### src/rtl/ex_mem_stage.sv
// EX/MEM pipeline boundary: 2-entry skid-buffered valid/ready stage that
// registers the ALU payload, resolves conditional branches and feeds forwarding.
module ex_mem_stage #(
    parameter int XLEN       = 32,
    parameter int REG_ADDR_W = 5
) (
    input  logic                  clk,
    input  logic                  rst_n,
    input  logic                  in_valid,
    output logic                  in_ready,
    input  logic [XLEN-1:0]       alu_result,
    input  logic                  alu_zero,
    input  logic [XLEN-1:0]       store_data,
    input  logic [REG_ADDR_W-1:0] rd_addr,
    input  logic                  reg_write,
    input  logic                  mem_read,
    input  logic                  mem_write,
    input  logic                  is_branch,
    input  logic                  branch_ne,
    input  logic [XLEN-1:0]       branch_target,
    input  logic                  flush,
    output logic                  out_valid,
    input  logic                  out_ready,
    output logic [XLEN-1:0]       out_result,
    output logic [XLEN-1:0]       out_store_data,
    output logic [REG_ADDR_W-1:0] out_rd,
    output logic                  out_reg_write,
    output logic                  out_mem_read,
    output logic                  out_mem_write,
    output logic                  br_taken,
    output logic [XLEN-1:0]       br_target,
    output logic                  fwd_valid,
    output logic [REG_ADDR_W-1:0] fwd_rd,
    output logic [XLEN-1:0]       fwd_data
);

    typedef struct packed {
        logic [XLEN-1:0]       result;
        logic [XLEN-1:0]       store_data;
        logic [REG_ADDR_W-1:0] rd;
        logic                  reg_write;
        logic                  mem_read;
        logic                  mem_write;
    } payload_t;

    // EMPTY: nothing held; MAIN: M holds an item; FULL: M and S both hold items
    typedef enum logic [1:0] {
        OCC_EMPTY = 2'd0,
        OCC_MAIN  = 2'd1,
        OCC_FULL  = 2'd2
    } occ_t;

    function automatic logic branch_resolve(input logic br, input logic ne, input logic zero);
        return br & (zero ^ ne);
    endfunction

    occ_t           state_r;
    occ_t           state_s;
    payload_t       m_payload_r;
    payload_t       m_payload_s;
    payload_t       s_payload_r;
    payload_t       s_payload_s;
    payload_t       in_payload_s;
    logic           in_ready_r;
    logic           out_valid_r;
    logic           br_taken_r;
    logic           br_taken_s;
    logic [XLEN-1:0] br_target_r;
    logic [XLEN-1:0] br_target_s;
    logic           accept_s;
    logic           xfer_s;
    logic           taken_s;

    assign in_payload_s = '{result:     alu_result,
                            store_data: store_data,
                            rd:         rd_addr,
                            reg_write:  reg_write,
                            mem_read:   mem_read,
                            mem_write:  mem_write};

    assign accept_s = in_valid & in_ready_r;
    assign xfer_s   = out_valid_r & out_ready;
    assign taken_s  = branch_resolve(is_branch, branch_ne, alu_zero);

    // Occupancy, storage and branch next-state; flush overrides everything
    always_comb begin
        state_s     = state_r;
        m_payload_s = m_payload_r;
        s_payload_s = s_payload_r;
        br_taken_s  = 1'b0;
        br_target_s = br_target_r;

        case (state_r)
            OCC_EMPTY: begin
                if (accept_s) begin
                    m_payload_s = in_payload_s;
                    state_s     = OCC_MAIN;
                end else begin
                    state_s     = OCC_EMPTY;
                end
            end
            OCC_MAIN: begin
                if (xfer_s) begin
                    if (accept_s) begin
                        m_payload_s = in_payload_s;
                        state_s     = OCC_MAIN;
                    end else begin
                        state_s     = OCC_EMPTY;
                    end
                end else if (accept_s) begin
                    s_payload_s = in_payload_s;
                    state_s     = OCC_FULL;
                end else begin
                    state_s     = OCC_MAIN;
                end
            end
            OCC_FULL: begin
                // in_ready is low here, so S can only drain into M
                if (xfer_s) begin
                    m_payload_s = s_payload_r;
                    state_s     = OCC_MAIN;
                end else begin
                    state_s     = OCC_FULL;
                end
            end
            default: begin
                state_s = OCC_EMPTY;
            end
        endcase

        if (accept_s && taken_s) begin
            br_taken_s  = 1'b1;
            br_target_s = branch_target;
        end else begin
            br_taken_s  = 1'b0;
        end

        if (flush) begin
            state_s    = OCC_EMPTY;
            br_taken_s = 1'b0;
        end else begin
            state_s    = state_s;
        end
    end

    // State, payload and handshake registers
    always_ff @(posedge clk or negedge rst_n) begin
        if (!rst_n) begin
            state_r     <= OCC_EMPTY;
            m_payload_r <= '0;
            s_payload_r <= '0;
            in_ready_r  <= 1'b1;
            out_valid_r <= 1'b0;
            br_taken_r  <= 1'b0;
            br_target_r <= {XLEN{1'b0}};
        end else begin
            state_r     <= state_s;
            m_payload_r <= m_payload_s;
            s_payload_r <= s_payload_s;
            in_ready_r  <= (state_s != OCC_FULL);
            out_valid_r <= (state_s != OCC_EMPTY);
            br_taken_r  <= br_taken_s;
            br_target_r <= br_target_s;
        end
    end

    assign in_ready       = in_ready_r;
    assign out_valid      = out_valid_r;
    assign out_result     = m_payload_r.result;
    assign out_store_data = m_payload_r.store_data;
    assign out_rd         = m_payload_r.rd;
    assign out_reg_write  = m_payload_r.reg_write;
    assign out_mem_read   = m_payload_r.mem_read;
    assign out_mem_write  = m_payload_r.mem_write;
    assign br_taken       = br_taken_r;
    assign br_target      = br_target_r;

    // Loads are excluded: their data only exists after the memory stage
    assign fwd_valid = out_valid_r & m_payload_r.reg_write & ~m_payload_r.mem_read
                       & (m_payload_r.rd != {REG_ADDR_W{1'b0}});
    assign fwd_rd    = m_payload_r.rd;
    assign fwd_data  = m_payload_r.result;

endmodule

### config.mk
export PLATFORM = sky130hd
export DESIGN_NAME = ex_mem_stage
export DESIGN_NICKNAME = d
export VERILOG_FILES = /design/src/rtl/ex_mem_stage.sv
export SDC_FILE = /design/constraint.sdc
export NUM_CORES = 1
export LEC_CHECK = 0
export BUFFER_PORTS_ARGS = -buffer_cell sky130_fd_sc_hd__buf_2
export CAP_MARGIN = 30
export CORE_MARGIN = 2
export CORE_UTILIZATION = 45
export CTS_BUF_LIST = sky130_fd_sc_hd__clkbuf_8
export CTS_CLUSTER_SIZE = 10
export DETAILED_ROUTE_END_ITERATION = 6
export HOLD_SLACK_MARGIN = 0.15
export PLACE_DENSITY = 0.79
export SLEW_MARGIN = 10
export SYNTH_ARGS = -nofsm -noshare
export SYNTH_HDL_FRONTEND = slang
export SYNTH_SLANG_ARGS = --single-unit
### constraint.sdc
create_clock -name clk -period 2.14 [get_ports clk]
set_clock_uncertainty 0.2 [all_clocks]
set_input_delay 0.214 -clock clk [delete_from_list [all_inputs] [get_ports clk]]
set_output_delay 0.214 -clock clk [all_outputs]
set_load 0.03 [all_outputs]
==> results.cfg, run 1 <==
[status]
status = complete, no violations

[finish]
fill_cells = 1333
fin_util = 0.6172
final_nets = 966
drive_gt1_frac = 0.6455
fin_cells = 1096
area_delta_synth_final_pct = 34.93
regArea_mm2 = 0.004532
multiInputGateArea_mm2 = 0.003207

[clock_network]
clk_latency_ps = 440
htree_levels = 4
cts_sinks = 181
cts_tree = built
cts-buffers-inserted = 17
path_clk_slew_ps = 90
max-clock-path-buffers = 2
clock-root-buffer = clkbuf_8

[detailed_routing]
drtPass1Iterations = 4
viasPerCell = 4.892
drc = 0
ant_nets = 0
routed_wirelength_um = 18050
num_vias = 5362
wl_per_cell_um = 16.47
drtIter0Drc = 140

[logic_synthesis]
synth_nets = 628
yosysTopAreaCell = dfrtp_1
synth_common_cells = mux2_2, dfrtp_1, mux2_4
synth_most_common_cell = mux2_2
synth-seq-cells = 181
syn_area_per_cell_um2 = 15.95
synth-main-ff-cell = dfrtp_1
yosysUniqueCellTypes = 27
syn-cell-area_mm2 = 0.008217
synth_top_area_share = 0.5482
synthArstFlopShare = 1.000
synth_warnings = 0
synth-seq-area-share = 0.5514
syn_inst = 515
synth_edf_count = 0
netlist_top_cells_area = dfrtp_1, mux2_2, mux2_4

[worst_setup_path]
cp.buffers_inverters = 1
worst_setup_path_start_kind = flop
slowest_delay_ps = 540
slowest_stage = or4_4
end_kind = output pin
crit_required_ps = 1730
reg2reg_depth = 5
arrival_ps = 1700
worst-path-stages = 4
critical_path_class = reg -> out
path_max_fanout = 2
cp_cell_sequence = or4_4, nor2_4, nor3_2, buf_4
cp_top_family = simple AND/OR/NAND/NOR gates

[sta]
fin_crit_sh = 0.9862
finalHoldViolCount = 0
relSlewSlack = 0.6562
slew_viol_final = 0
rsz0062_at_grt = true
tightest_slew_ps = 515.7
post-route-min-period_ps = 2110
fmax_ghz = 0.4738
setup_viol_count_final = 0

[power]
p_per_area_mw_per_mm2 = 1087
vdd_drop_max_v = 0.0006013
power_leakage_nw = 5.354

[placement]
hpwlAfterDp_um = 11390
io_buffer_count = 256
gp_congestion = 0.7230
post-place-cells = 950

[global_routing]
grt_pass1_wl_um = 29290
grt_max_degree = 60
antenna_found_initial = 1
track_usage = 0.1889
grt-ovfl-total = 0
grt_pass1_vias = 5806

[min_path]
hp-class = in -> reg
hold_depth = 5

[die]
rows = 49
dieArea_mm2 = 0.01936
coreArea_mm2 = 0.01796
initial_core_util = 0.4574
die_h_um = 139.1
io_pins = 257
die_w_um = 139.1

[run]
maxCapViolCount = 0
==> metrics by stage <==
stage          cell area (µm²)  power [mW]  TNS (ps)  setup WS (ps)  hold slack (ps)
6_report                 11090       12.05         0          29.54            291.2
5_1_grt                  11090       12.67    -50.33         -50.33            275.4
4_1_cts                  11070       12.13    -19.14         -19.14            254.9
3_5_place_dp              9528       9.529         0          153.5            42.42
3_3_place_gp              9528       9.385         0          226.6            44.22
2_1_floorplan             8217       8.471         0          135.7           -281.6
==> sequential cells by signal (all words and copies together) (netlist names) <==
name and count:
in_ready 1, out_valid 1, br_taken 1, out_mem_read 1, br_target 32, out_mem_write 1
fwd_data 32, out_reg_write 1, s_payload_r 72, out_store_data 32, state_r 2, fwd_rd 5
==> worst register-to-register path: stages, from the launching register on <==
cell           delay (ps)
dfstp_2               560
and2_1                140
ha_1                  230
nand3b_1              110
a31oi_1               110
dlygate4sd3_1         560
==> layout make-up <==
class                      count  area share
antenna                        1   0.0002257
clock inverter                11     0.01095
sequential                   181      0.4088
multi-input combinational    270      0.2892
timing repair buffer         383      0.2389
tap                          229     0.02584
clock buffer                  21     0.02607
==> metal layers <==
layer / global-route usage / up-vias / part of all wire
met4: 0.06805 / 0 / 0.025
met3: 0.05387 / 29 / 0.054
met1: 0.2227 / 2691 / 0.41
li1: - / 2470 / -
met5: 0 / - / 0
met2: 0.3300 / 172 / 0.51
==> cell usage in the layout, fill, tap and decap left out, types with 2 or more instances in the layout <==
master,n
mux2_2,190
dlygate4sd3_1,111
inv_6,3
nand3b_1,2
bufinv_16,2
clkbuf_8,22
nand2_1,2
buf_4,7
clkinv_2,3
dfrtp_1,179
buf_2,254
buf_12,10
mux2_4,58
==> final timing paths <==
kind / startpoint / slack (ps) / to
setup / recovery: fwd_rd[0] / 30 / fwd_valid
hold / removal: alu_zero / 290 / br_taken
setup reg to reg: in_ready / 120 / state_r[0]
hold reg to reg: br_target[8] / 310 / br_target[8]
max in group asynchronous: rst_n / 370 / fwd_rd[0]
min in group asynchronous: rst_n / 640 / fwd_data[30]
==> timing repair <==
action	CTS	global route
pin swaps	3	2
setup buffers	2	0
resized for setup	2	4
hold buffers	111	0
endpoints found under the hold margin	362	0
setup endpoints to repair	1	1
gates cloned	0	0
==> cells by family (layout without fill, tap and decap cells) <==
kind of cell    count (synthesis)  count (layout)  synth area share
xor+xnor                        1               1          0.001066
compound gates                  5               5          0.006091
mux                           248             248            0.3664
flops                         181             181            0.5514
buf+inv                        64             415           0.06091
other cells                     0               1                 0
simple gates                   15              15           0.01264
fa+ha+maj                       1               1          0.001523
==> report_power, final <==
part | switching (mW) | leakage (nW) | internal (mW)
Combinational | 2.57 | 3.00 | 1.92
Clock | 1.22 | 0.214 | 1.17
Sequential | 0.628 | 2.14 | 4.55
Note: power is estimated with default switching activity, not from simulation.
==> run 2: changes to the inputs <==
--- a/config.mk
+++ b/config.mk
@@ -8,12 +8,12 @@
 export BUFFER_PORTS_ARGS = -buffer_cell sky130_fd_sc_hd__buf_2
 export CAP_MARGIN = 30
 export CORE_MARGIN = 2
-export CORE_UTILIZATION = 45
+export CORE_UTILIZATION = 53
 export CTS_BUF_LIST = sky130_fd_sc_hd__clkbuf_8
 export CTS_CLUSTER_SIZE = 10
 export DETAILED_ROUTE_END_ITERATION = 6
 export HOLD_SLACK_MARGIN = 0.15
-export PLACE_DENSITY = 0.79
+export PLACE_DENSITY = 0.89
 export SLEW_MARGIN = 10
 export SYNTH_ARGS = -nofsm -noshare
 export SYNTH_HDL_FRONTEND = slang
==> results.cfg, run 2 (synthesis gave the netlist of run 1 again) <==
[sta]
rsz0062_at_grt = true
fin_ws_ps = 31.70
setup_viol_count_final = 0
slew_viol_final = 0
finalHoldViolCount = 0
fin_crit_sh = 0.9852
holdWs_ps = 204.5
fmax_ghz = 0.4743
post-route-min-period_ps = 2108
tightest_slew_ps = 344.7
setup_tns_ps = 0
relSlewSlack = 0.7702

[worst_setup_path]
slowest_stage = or4_4
reg2reg_depth = 4
r2r_start = state_r[1]
end_kind = output pin
worst_setup_path_start_kind = flop
slowest_delay_ps = 530
path_max_fanout = 2
arrival_ps = 1690
reg2reg_slack_ps = 120
timing.rr.end = out_store_data[9]
crit_required_ps = 1730
critical_path_class = reg -> out
cp_cell_sequence = or4_4, nor2_1, nor3_1, buf_4

[finish]
fin_util = 0.7278
final_cell_mix = buf_2, mux2_2, dfrtp_1
fill_cells = 947
regArea_mm2 = 0.004531
multiInputGateArea_mm2 = 0.003194
fin_cells = 1056
largest_register_ffs = 72
final_nets = 967
drive_gt1_frac = 0.6436
top_register = s_payload_r
area_delta_synth_final_pct = 34.66
final_common_cell = buf_2

[power]
p_per_area_mw_per_mm2 = 1128
power_leakage_nw = 5.380
vdd_drop_max_v = 0.0006376

[global_routing]
grt-busiest-layer = met2
grt-ovfl-total = 0
grt_use_met1 = 0.2621
gr-usage-met3 = 0.04615
track_usage = 0.2447
met2_usage = 0.4621
antenna_found_initial = 1
grt_max_degree = 56
grt_pass1_wl_um = 31170
grt_pass1_vias = 6152

[placement]
pre_cts_slack_ps = 151.5
io_buffer_count = 256
hpwlAfterDp_um = 12350
post-place-cells = 910
gp_congestion = 0.7787

[min_path]
worstHoldStart = is_branch
hp-class = in -> reg
hold_depth = 4
hold_end = br_taken

[clock_network]
cts_sinks = 181
htree_levels = 4
max-clock-path-buffers = 2
cts_tree = built
path_clk_slew_ps = 90
clk_latency_ps = 450
clock-root-buffer = clkbuf_8
cts-buffers-inserted = 17

[die]
io_pins = 257
die_w_um = 128.5
initial_core_util = 0.5405
rows = 45
coreArea_mm2 = 0.01520
die_h_um = 128.5
dieArea_mm2 = 0.01651

[detailed_routing]
drc = 0
ant_nets = 0
routed_wirelength_um = 19910
drtPass1Iterations = 4
num_vias = 5526
wl_per_cell_um = 18.85
drtIter0Drc = 222
viasPerCell = 5.233

[status]
status = complete, no violations

[run]
maxCapViolCount = 0
-- run 2: cell types whose count changed in the layout (fill, tap and decap cells not counted), moves of 2 or more --
| cell | before | now |
|---|---|---|
| buf_4 | 7 | 11 |
| bufinv_16 | 2 | 5 |
| clkbuf_8 | 22 | 19 |
| dlygate4sd3_1 | 111 | 109 |
| inv_6 | 3 | 1 |
-- run 2: final cells by class --
type | instances | share of cell area
antenna | 1 | 0.0002262
clock buffer | 19 | 0.02363
clock inverter | 13 | 0.01843
multi-input combinational | 270 | 0.2887
sequential | 181 | 0.4095
tap | 188 | 0.02126
timing repair buffer | 384 | 0.2383
-- run 2: what timing repair did --
item | 4_1_cts | 5_1_grt
gates cloned | 0 | 0
setup buffers | 2 | 1
hold endpoints to repair | 362 | 0
resized for setup | 0 | 3
setup endpoints to repair | 1 | 1
hold buffers | 110 | 0
-- run 2: power breakdown --
| part | leakage, nW | switching [mW] | internal [mW] |
|---|---|---|---|
| clock | 0.241 | 1.22 | 1.45 |
| sequential | 2.14 | 0.705 | 4.55 |
| combinational | 3.00 | 2.62 | 1.92 |
| total | 5.38 | 4.55 | 7.93 |
-- run 2: layer usage --
metal / routed length (µm) / part of all wire / vias up
met4: 746 / 0.037 / 0
met2: 11020 / 0.55 / 187
li1: - / - / 2476
met5: 0 / 0 / -
met1: 7358 / 0.37 / 2814
met3: 784 / 0.039 / 49
-- run 2: worst max path at each step --
stage | start | endpoint | slack [ps] | cells past startpoint
after CTS | fwd_rd[2] | fwd_valid | 0.1 | 4
after floorplan | out_valid | s_payload_r[10] | 140 | 6
after detailed placement | state_r[1] | out_store_data[24] | 150 | 4
final | fwd_rd[0] | fwd_valid | 30 | 4
after global placement | state_r[1] | out_store_data[30] | 210 | 4
after global routing | fwd_rd[0] | fwd_valid | -40 | 4
-- run 2: worst max-delay path: cells and delay by family, from the launching register on --
| kind | cells | cell delay (ps) |
|---|---|---|
| buffers and inverters | 1 | 170 |
| DFF | 1 | 390 |
| and+or+nand+nor | 3 | 680 |
-- run 2: stage by stage --
step | power [mW] | area, µm²
after CTS | 12.45 | 11050
after floorplan | 8.471 | 8217
after global routing | 13.05 | 11060
after detailed placement | 9.603 | 9457
after global placement | 9.347 | 9457
final | 12.48 | 11060
==> run 3: changes to the inputs <==
--- a/config.mk
+++ b/config.mk
@@ -7,13 +7,15 @@
 export LEC_CHECK = 0
 export BUFFER_PORTS_ARGS = -buffer_cell sky130_fd_sc_hd__buf_2
 export CAP_MARGIN = 30
+export CELL_PAD_IN_SITES_DETAIL_PLACEMENT = 1
+export CELL_PAD_IN_SITES_GLOBAL_PLACEMENT = 1
 export CORE_MARGIN = 2
-export CORE_UTILIZATION = 53
+export CORE_UTILIZATION = 43
 export CTS_BUF_LIST = sky130_fd_sc_hd__clkbuf_8
 export CTS_CLUSTER_SIZE = 10
 export DETAILED_ROUTE_END_ITERATION = 6
 export HOLD_SLACK_MARGIN = 0.15
-export PLACE_DENSITY = 0.89
+export PLACE_DENSITY = 0.9
 export SLEW_MARGIN = 10
 export SYNTH_ARGS = -nofsm -noshare
 export SYNTH_HDL_FRONTEND = slang
==> results.cfg, run 3 (synthesis gave the netlist of run 1 again) <==
[global_routing]
grt_pass1_wl_um = 35200
track_usage = 0.2258
grt_pass1_vias = 6489
grt_max_degree = 55
antenna_found_initial = 1
grt-ovfl-total = 0

[clock_network]
path_clk_slew_ps = 90
clock-root-buffer = clkbuf_8
cts_sinks = 181
cts_tree = built
clk_latency_ps = 440
htree_levels = 4
max-clock-path-buffers = 2
cts-buffers-inserted = 17

[finish]
fill_cells = 1860
fin_util = 0.5942
final_common_cell = buf_2
final_nets = 967
final_cell_mix = buf_2, mux2_2, dfrtp_1
area_delta_synth_final_pct = 35.27
top_register = s_payload_r
drive_gt1_frac = 0.6436
largest_register_ffs = 72

[placement]
io_buffer_count = 256
gp_congestion = 0.7396
hpwlAfterDp_um = 13440

[die]
die_w_um = 142.2
initial_core_util = 0.4393
die_h_um = 142.2
io_pins = 257
rows = 50
dieArea_mm2 = 0.02023
coreArea_mm2 = 0.01871

[worst_setup_path]
arrival_ps = 1670
crit_required_ps = 1730
worst_setup_path_start_kind = flop
end_kind = output pin
path_max_fanout = 2
critical_path_class = reg -> out

[power]
vdd_drop_max_v = 0.0005576
clock_power_share = 0.198
p_int_mw = 7.714
pwr-share-comb = 0.375
p_per_area_mw_per_mm2 = 1106
power_leakage_nw = 5.372
swShare = 0.3724
power.switching_mw = 4.577
p_seq_frac = 0.426

[sta]
holdWs_ps = 240.3
setup_viol_count_final = 0
post-route-min-period_ps = 2088
slew_viol_final = 0
fmax_ghz = 0.4789
setup_tns_ps = 0
finalHoldViolCount = 0
fin_crit_sh = 0.9757
tightest_slew_ps = 546.8
rsz0062_at_grt = true
relSlewSlack = 0.6355

[run]
maxCapViolCount = 0

[status]
status = complete, no violations

[detailed_routing]
drtIter0Drc = 127
drc = 0
drtPass1Iterations = 4
num_vias = 5469
wl_per_cell_um = 20.14
routed_wirelength_um = 22190
ant_nets = 0
viasPerCell = 4.963

[min_path]
hp-class = in -> reg
-- run 3: power groups by stage --
stage                     combinational [mW]  sequential [mW]  clock (mW)
after floorplan                         2.24             6.23           0
after global placement                  4.22             5.17           0
after detailed placement                4.36             5.29           0
after CTS                               4.58             5.21        2.51
after global routing                    4.87             5.39        2.64
final                                   4.61             5.24        2.44
-- run 3: stage by stage --
step           instances  setup WS (ps)  area (µm²)  total power, mW
2_1_floorplan        515          135.7        8217            8.471
3_3_place_gp         954          219.3        9512            9.385
3_5_place_dp         954          162.8        9512            9.651
4_1_cts             1099          3.350       11050            12.30
5_1_grt             1102         -24.24       11110            12.90
6_report            1102          51.97       11110            12.29
-- run 3: metal layers --
metal,vias to the layer above,share of wire,track usage
met5,-,0,0
li1,2467,-,-
met4,0,0.025,0.08632
met2,168,0.56,0.4302
met1,2794,0.37,0.2485
met3,40,0.042,0.04004
-- run 3: area by class of cell --
cell class / count / area [µm²] / share of cell area
Antenna cell: 1 / 2.502 / 0.0002251
Clock inverter: 12 / 138.9 / 0.01250
Clock buffer: 20 / 275.3 / 0.02477
Sequential cell: 181 / 4531 / 0.4076
Tap cell: 234 / 292.8 / 0.02634
Timing Repair Buffer: 384 / 2660 / 0.2393
Multi-Input combinational cell: 270 / 3214 / 0.2892
-- run 3: worst max-delay path, stage by stage, from the launching register on --
cell,delay [ps]
dfrtp_1,390
or4_4,540
nor2_4,120
nor3_2,50
buf_6,140
-- run 3: final timing paths --
check                                   from           endpoint  slack, ps  depth (start not counted)
max                                fwd_rd[2]          fwd_valid         50                          4
min                                is_branch       br_target[0]        240                          4
max reg2reg                         in_ready           br_taken         60                          5
min reg2reg                out_store_data[3]  out_store_data[3]        310                          1
max in group asynchronous              rst_n      br_target[11]        380                          4
min in group asynchronous              rst_n       fwd_data[13]        630                          3
-- run 3: repair_timing --
item                       4_1_cts  5_1_grt
resized for setup                1        8
hold endpoints to repair       361        0
hold buffers                   110        0
buffers inserted                 3        1
pin swaps                        0        4
setup endpoints to repair        1        2
cloned                           0        1
